--- config.mk ---
export PLATFORM = sky130hd
export DESIGN_NAME = mem_port_arbiter
export DESIGN_NICKNAME = d
export VERILOG_FILES = /design/src/rtl/mem_port_arbiter.sv
export SDC_FILE = /design/constraint.sdc
export NUM_CORES = 1
export LEC_CHECK = 0
export ABC_AREA = 1
export ABC_CLOCK_PERIOD_IN_PS = 2700
export CAP_MARGIN = 20
export CORE_ASPECT_RATIO = 0.5
export CORE_MARGIN = 4
export CORE_UTILIZATION = 36
export DETAILED_ROUTE_END_ITERATION = 10
export GPL_TIMING_DRIVEN = 0
export PLACE_DENSITY = 0.83
export SETUP_SLACK_MARGIN = 0.05
export SLEW_MARGIN = 20
export SYNTH_ARGS = -nofsm -noshare
export SYNTH_HDL_FRONTEND = slang
export SYNTH_SLANG_ARGS = --single-unit
--- constraint.sdc ---
create_clock -name clk -period 2.7 [get_ports clk]
set_clock_uncertainty 0.15 [all_clocks]
set_input_delay 0.405 -clock clk [delete_from_list [all_inputs] [get_ports clk]]
set_output_delay 0.405 -clock clk [all_outputs]
set_load 0.02 [all_outputs]
--- src/rtl/mem_port_arbiter.sv ---
`default_nettype none
// ============================================================================
// mem_port_arbiter : round-robin N-channel arbiter for one synchronous-read
//                    data-memory port, with optional locked bursts.
// Optional feature : ARB_PRIO0_EN (channel 0 has absolute priority)
// Revision         : 1.0  initial release
// ============================================================================
module mem_port_arbiter #(
  parameter int NUM_CH    = 4,
  parameter int ADDR_W    = 12,
  parameter int DATA_W    = 32,
  parameter int MAX_BURST = 4
) (
  input  logic                           clk,
  input  logic                           nrst,
  input  logic [NUM_CH-1:0]              ch_req,
  input  logic [NUM_CH-1:0]              ch_lock,
  input  logic [NUM_CH*ADDR_W-1:0]       ch_addr,
  input  logic [NUM_CH*(DATA_W/8)-1:0]   ch_we,
  input  logic [NUM_CH*DATA_W-1:0]       ch_wdata,
  output logic [NUM_CH-1:0]              ch_gnt,
  output logic [NUM_CH-1:0]              ch_rvalid,
  output logic [DATA_W-1:0]              ch_rdata,
  output logic [ADDR_W-1:0]              mem_addr,
  output logic [DATA_W/8-1:0]            mem_we,
  output logic [DATA_W-1:0]              mem_wdata,
  input  logic [DATA_W-1:0]              mem_rdata,
  output logic [$clog2(NUM_CH)-1:0]      busy_owner
);

  localparam int BE_W  = DATA_W / 8;
  localparam int OWN_W = $clog2(NUM_CH);
  localparam int CNT_W = $clog2(MAX_BURST + 1);
  localparam logic [CNT_W-1:0] BURST_LIM = CNT_W'(MAX_BURST - 1);
  localparam logic [OWN_W-1:0] LAST_CH   = OWN_W'(NUM_CH - 1);

  logic [OWN_W-1:0]  rr_ptr_q,      rr_ptr_d;
  logic [CNT_W-1:0]  burst_cnt_q,   burst_cnt_d;
  logic              lock_active_q, lock_active_d;
  logic [OWN_W-1:0]  owner_q,       owner_d;
  logic [ADDR_W-1:0] mem_addr_q,    mem_addr_d;
  logic [BE_W-1:0]   mem_we_q,      mem_we_d;
  logic [DATA_W-1:0] mem_wdata_q,   mem_wdata_d;
  logic              rd_pend_q,     rd_pend_d;
  logic [OWN_W-1:0]  rd_ch_q,       rd_ch_d;
  logic [NUM_CH-1:0] rvalid_q,      rvalid_d;

  logic              rr_hit;
  logic [OWN_W-1:0]  rr_idx;
  logic              keep_lock;
  logic              prio0_win;
  logic              sel_valid;
  logic [OWN_W-1:0]  sel_idx;
  logic              xfer;
  logic [ADDR_W-1:0] sel_addr;
  logic [BE_W-1:0]   sel_we;
  logic [DATA_W-1:0] sel_wdata;
  logic [CNT_W-1:0]  cnt_eff;

`ifdef ARB_PRIO0_EN
  assign prio0_win = ch_req[0];
`else
  assign prio0_win = 1'b0;
`endif

  // The lock only survives while its owner keeps requesting.
  assign keep_lock = lock_active_q & ch_req[owner_q];
  assign cnt_eff   = keep_lock ? burst_cnt_q : '0;

  always_comb begin : arb_scan
    int j;
    logic [OWN_W-1:0] cand;
    rr_hit = 1'b0;
    rr_idx = '0;
    j      = 0;
    cand   = '0;
    for (int k = 0; k < NUM_CH; k++) begin
      j = int'(rr_ptr_q) + k;
      if (j >= NUM_CH) j = j - NUM_CH;
      cand = OWN_W'(j);
      if (!rr_hit && ch_req[cand]) begin
        rr_hit = 1'b1;
        rr_idx = cand;
      end
    end
  end

  always_comb begin
    sel_valid = 1'b0;
    sel_idx   = '0;
    if (prio0_win) begin
      sel_valid = 1'b1;
      sel_idx   = '0;
    end else if (keep_lock) begin
      sel_valid = 1'b1;
      sel_idx   = owner_q;
    end else if (rr_hit) begin
      sel_valid = 1'b1;
      sel_idx   = rr_idx;
    end
  end

  assign xfer      = sel_valid & nrst;
  assign sel_addr  = ch_addr[int'(sel_idx)*ADDR_W +: ADDR_W];
  assign sel_we    = ch_we[int'(sel_idx)*BE_W +: BE_W];
  assign sel_wdata = ch_wdata[int'(sel_idx)*DATA_W +: DATA_W];

  always_comb begin
    ch_gnt = '0;
    if (xfer) ch_gnt[sel_idx] = 1'b1;
  end

  always_comb begin
    rr_ptr_d      = rr_ptr_q;
    burst_cnt_d   = burst_cnt_q;
    lock_active_d = lock_active_q;
    owner_d       = owner_q;
    mem_addr_d    = mem_addr_q;
    mem_we_d      = '0;
    mem_wdata_d   = mem_wdata_q;
    rd_pend_d     = 1'b0;
    rd_ch_d       = rd_ch_q;
    rvalid_d      = '0;
    if (rd_pend_q) rvalid_d[rd_ch_q] = 1'b1;

    if (xfer) begin
      mem_addr_d  = sel_addr;
      mem_we_d    = sel_we;
      mem_wdata_d = sel_wdata;
      owner_d     = sel_idx;
      rd_pend_d   = ~|sel_we;
      rd_ch_d     = sel_idx;
      if (prio0_win) begin
        lock_active_d = 1'b0;
        burst_cnt_d   = '0;
      end else if (ch_lock[sel_idx] && (cnt_eff < BURST_LIM)) begin
        lock_active_d = 1'b1;
        burst_cnt_d   = cnt_eff + CNT_W'(1);
      end else begin
        lock_active_d = 1'b0;
        burst_cnt_d   = '0;
        rr_ptr_d      = (sel_idx == LAST_CH) ? '0 : sel_idx + OWN_W'(1);
      end
    end else if (lock_active_q && !keep_lock) begin
      lock_active_d = 1'b0;
      burst_cnt_d   = '0;
    end
  end

  always_ff @(posedge clk or negedge nrst) begin
    if (!nrst) begin
      rr_ptr_q      <= '0;
      burst_cnt_q   <= '0;
      lock_active_q <= 1'b0;
      owner_q       <= '0;
      mem_addr_q    <= '0;
      mem_we_q      <= '0;
      mem_wdata_q   <= '0;
      rd_pend_q     <= 1'b0;
      rd_ch_q       <= '0;
      rvalid_q      <= '0;
    end else begin
      rr_ptr_q      <= rr_ptr_d;
      burst_cnt_q   <= burst_cnt_d;
      lock_active_q <= lock_active_d;
      owner_q       <= owner_d;
      mem_addr_q    <= mem_addr_d;
      mem_we_q      <= mem_we_d;
      mem_wdata_q   <= mem_wdata_d;
      rd_pend_q     <= rd_pend_d;
      rd_ch_q       <= rd_ch_d;
      rvalid_q      <= rvalid_d;
    end
  end

  // Memory returns data the cycle after mem_addr, aligned with rvalid.
  assign ch_rdata   = mem_rdata;
  assign ch_rvalid  = rvalid_q;
  assign mem_addr   = mem_addr_q;
  assign mem_we     = mem_we_q;
  assign mem_wdata  = mem_wdata_q;
  assign busy_owner = owner_q;

endmodule
`default_nettype wire

==> run metrics <==
pwr/cell area 1470 nW/µm²; TritonCTS clock tree done; Area growth, synth to finish 94.2%; Final min period 2.89 ns; met1 WL 8.46 mm; f_max 346 MHz; Max FO, Critical Path 8; clock buffer depth 2; syn_area_per_cell 6.51 µm²; Post-DP HPWL 15.4 mm; RSZ-0062 raised after global routing true; failing checks negative setup slack; post-synth net total 942; largest net degree at the start of global routing 47; core area 12100 µm²; area leader, netlist dfrtp_1; total number of vias 6103; Yosys cell types 29; Nets 1294; Main synth FF type dfrtp_1; cell count after placement 1160; Top Layer Used met4; CP max-delay cell dfrtp_2; first-pass GRT wire length 32.1 mm; Slew Viols, Final 0; setup ws final -0.192 ns; Total Routing Usage GR 27.9%; Tightest Pin Transition 0.702 ns; Final Cycle Share 107%; CP Launch Type flop; Post-Syn Instances 703; total length of routed wires 21.7 mm; Clock Sink Count 61; status finished with violations; layout cell share with drive strength beyond 1 20.3%; met2 WL 11.0 mm; top-count cell post-synth nand2_1; initial antenna violation count 0; Initial DRC Count 310; number of setup violations in the final report 4; EDFF count, synth 0; YS warnings 0; met3 WL 1.30 mm; Hold Crit Class in -> async; max_cap viols 0; Seq cells post-synth 61; crit-path cells buf_6, nand2_1, nand2_2, nand2_4, nand2_4, o211ai_4, nand2_2, o21ai_4, buf_12, ha_4, inv_1, nor2_2, buf_6; Die ar. 14700 µm²; drt pass-1 iters 6; clock slew at reported path FFs 0.06 ns; Peak supply drop 0.756 mV; # port buffers 291; Slew headroom 53.0%; Final Non-Filler Cells 1225; antenna cells 0; die height 87.8 µm; asr flop ratio synth 100%; Design Power 0.0131 W; P_leak 4.27 nW; vias per inst 4.98; Synth area leaders dfrtp_1 (33%), nand2_1 (25%), buf_4 (6.9%); CP endpoint kind output pin; Hold Vio Cnt, Final 0; sequential area share after synthesis 33.3%; WL per Instance 17.7 µm; cell row count 28; Num CTS Buffers 9; top-area cell type share of the netlist area 33.3%; Worst Path Required 2.14 ns; gpl congestion 0.943; CP bufs+invs 4; grt total ovfl 0; CP peak stage delay 0.44 ns; Max H-tree Level 3; Post-synth top cells nand2_1 (299), dfrtp_1 (61), o21ai_0 (60); DRT antenna net count 0; Crit Path Category reg -> out; Initial Utilization 37.8%; CP delay by family, top simple AND/OR/NAND/NOR gates; DRC 0; I/O pin count 324; DIE WIDTH 168 µm; Post-Syn Area 4580 µm²; vias in the first global route 6105; Data arrival, critical path 2.34 ns; root buf cell clkbuf_16; worst-skew pair later-pin latency 0.33 ns
what timing repair did:
action                                  4_1_cts  5_1_grt
endpoints found under the hold margin        15        0
hold buffers                                  2        0
setup buffers                                41       11
endpoints found under the setup margin        4       55
gates resized for setup                      71       67
cloned                                        2        0
pin swaps                                    18       30
layout make-up:
type	count	area [µm²]
tap	165	206
sequential	61	1530
multi-input combinational	533	2710
timing repair buffer	344	3420
clock buffer	10	239
clock inverter	6	116
inverter	35	136
fill	968	3230
buffer	71	537
sequential cells by signal, summed over array words and instances (netlist names):
name / flops
burst_cnt_q: 3
mem_we: 4
ch_rvalid: 4
rr_ptr_q: 2
lock_active_q: 1
mem_wdata: 32
rd_ch_q: 2
rd_pend_q: 1
mem_addr: 12
metal layers:
metal | up-vias | track usage, %
li1 | 2907 | -
met1 | 2824 | 32.8
met2 | 297 | 50.5
met3 | 75 | 6.13
met4 | 0 | 11.6
met5 | - | 0
worst paths after layout:
path                          startpoint             to  slack [ns]  depth (start not counted)
setup / recovery             rr_ptr_q[0]      ch_gnt[3]       -0.19                         13
hold / removal                      nrst  mem_wdata[24]        0.01                          3
setup reg to reg             rr_ptr_q[0]  lock_active_q        0.10                         18
hold reg to reg            mem_wdata[24]  mem_wdata[24]        0.33                          2
max in group asynchronous           nrst    mem_addr[8]        1.41                          2
min in group clk           mem_wdata[24]  mem_wdata[24]        0.33                          2
placed cells by master, fill, tap and decap left out, types with 4 or more instances in the layout:
master,synthesis,final
nand2_1,299,279
nor2_2,1,4
nand2_4,2,11
o21ai_2,8,10
buf_6,5,12
inv_2,3,6
nand3_4,0,6
dlygate4sd2_1,0,4
nand2_2,10,21
inv_1,32,27
nor2_1,43,39
nand3_2,5,5
o21bai_1,13,13
dfrtp_1,61,59
clkdlybuf4s50_1,0,282
ha_4,0,4
nand3_1,34,28
buf_2,17,9
clkbuf_1,5,4
o21ai_0,60,51
nor3_1,4,4
clkbuf_16,0,9
o21ai_1,40,45
buf_4,42,90
per-stage QoR:
stage | hold slack, ns | setup slack, ns | area (µm²) | TNS (ns) | util (%)
after floorplan | -0.0406 | 0.0719 | 4580 | 0 | -
after detailed placement | 0.142 | -1.10 | 7730 | -4.85 | 63.8
after global routing | 0.0230 | -0.217 | 8890 | -0.830 | 73.4
after CTS | 0.0237 | -0.0970 | 8640 | -0.333 | 71.3
final | 0.0139 | -0.192 | 8890 | -0.690 | 73.4
after global placement | 0.312 | -2.78 | 7700 | -184.63 | 63.6
power breakdown:
| part | internal [W] | switching (W) |
|---|---|---|
| clock network | 0.000937 | 0.000456 |
| logic | 0.00432 | 0.00580 |
| registers | 0.00135 | 0.000249 |
| total | 0.00660 | 0.00650 |
logic make-up after synthesis:
group / count (synthesis) / share of synthesized area [%]
compound gates: 126 / 15.5
fa+ha+maj: 5 / 1.37
buf+inv: 109 / 13.9
flops: 61 / 33.3
simple gates: 402 / 35.9
worst register-to-register path, stage by stage (launching register included):
cell and delay, ns:
dfrtp_2 0.44, buf_6 0.15, nand2_1 0.11, nand2_2 0.10, nand2_4 0.10, nand2_4 0.08
nand2_4 0.10, nand2_4 0.06, nand2_2 0.09, nand3_4 0.10, nand2_4 0.10, buf_4 0.13
buf_4 0.16, buf_8 0.15, nand2_4 0.08, nand3_4 0.07, nand3_4 0.09, buf_4 0.16
o21ai_1 0.10
No activity file was read; power rests on OpenSTA's default activity.
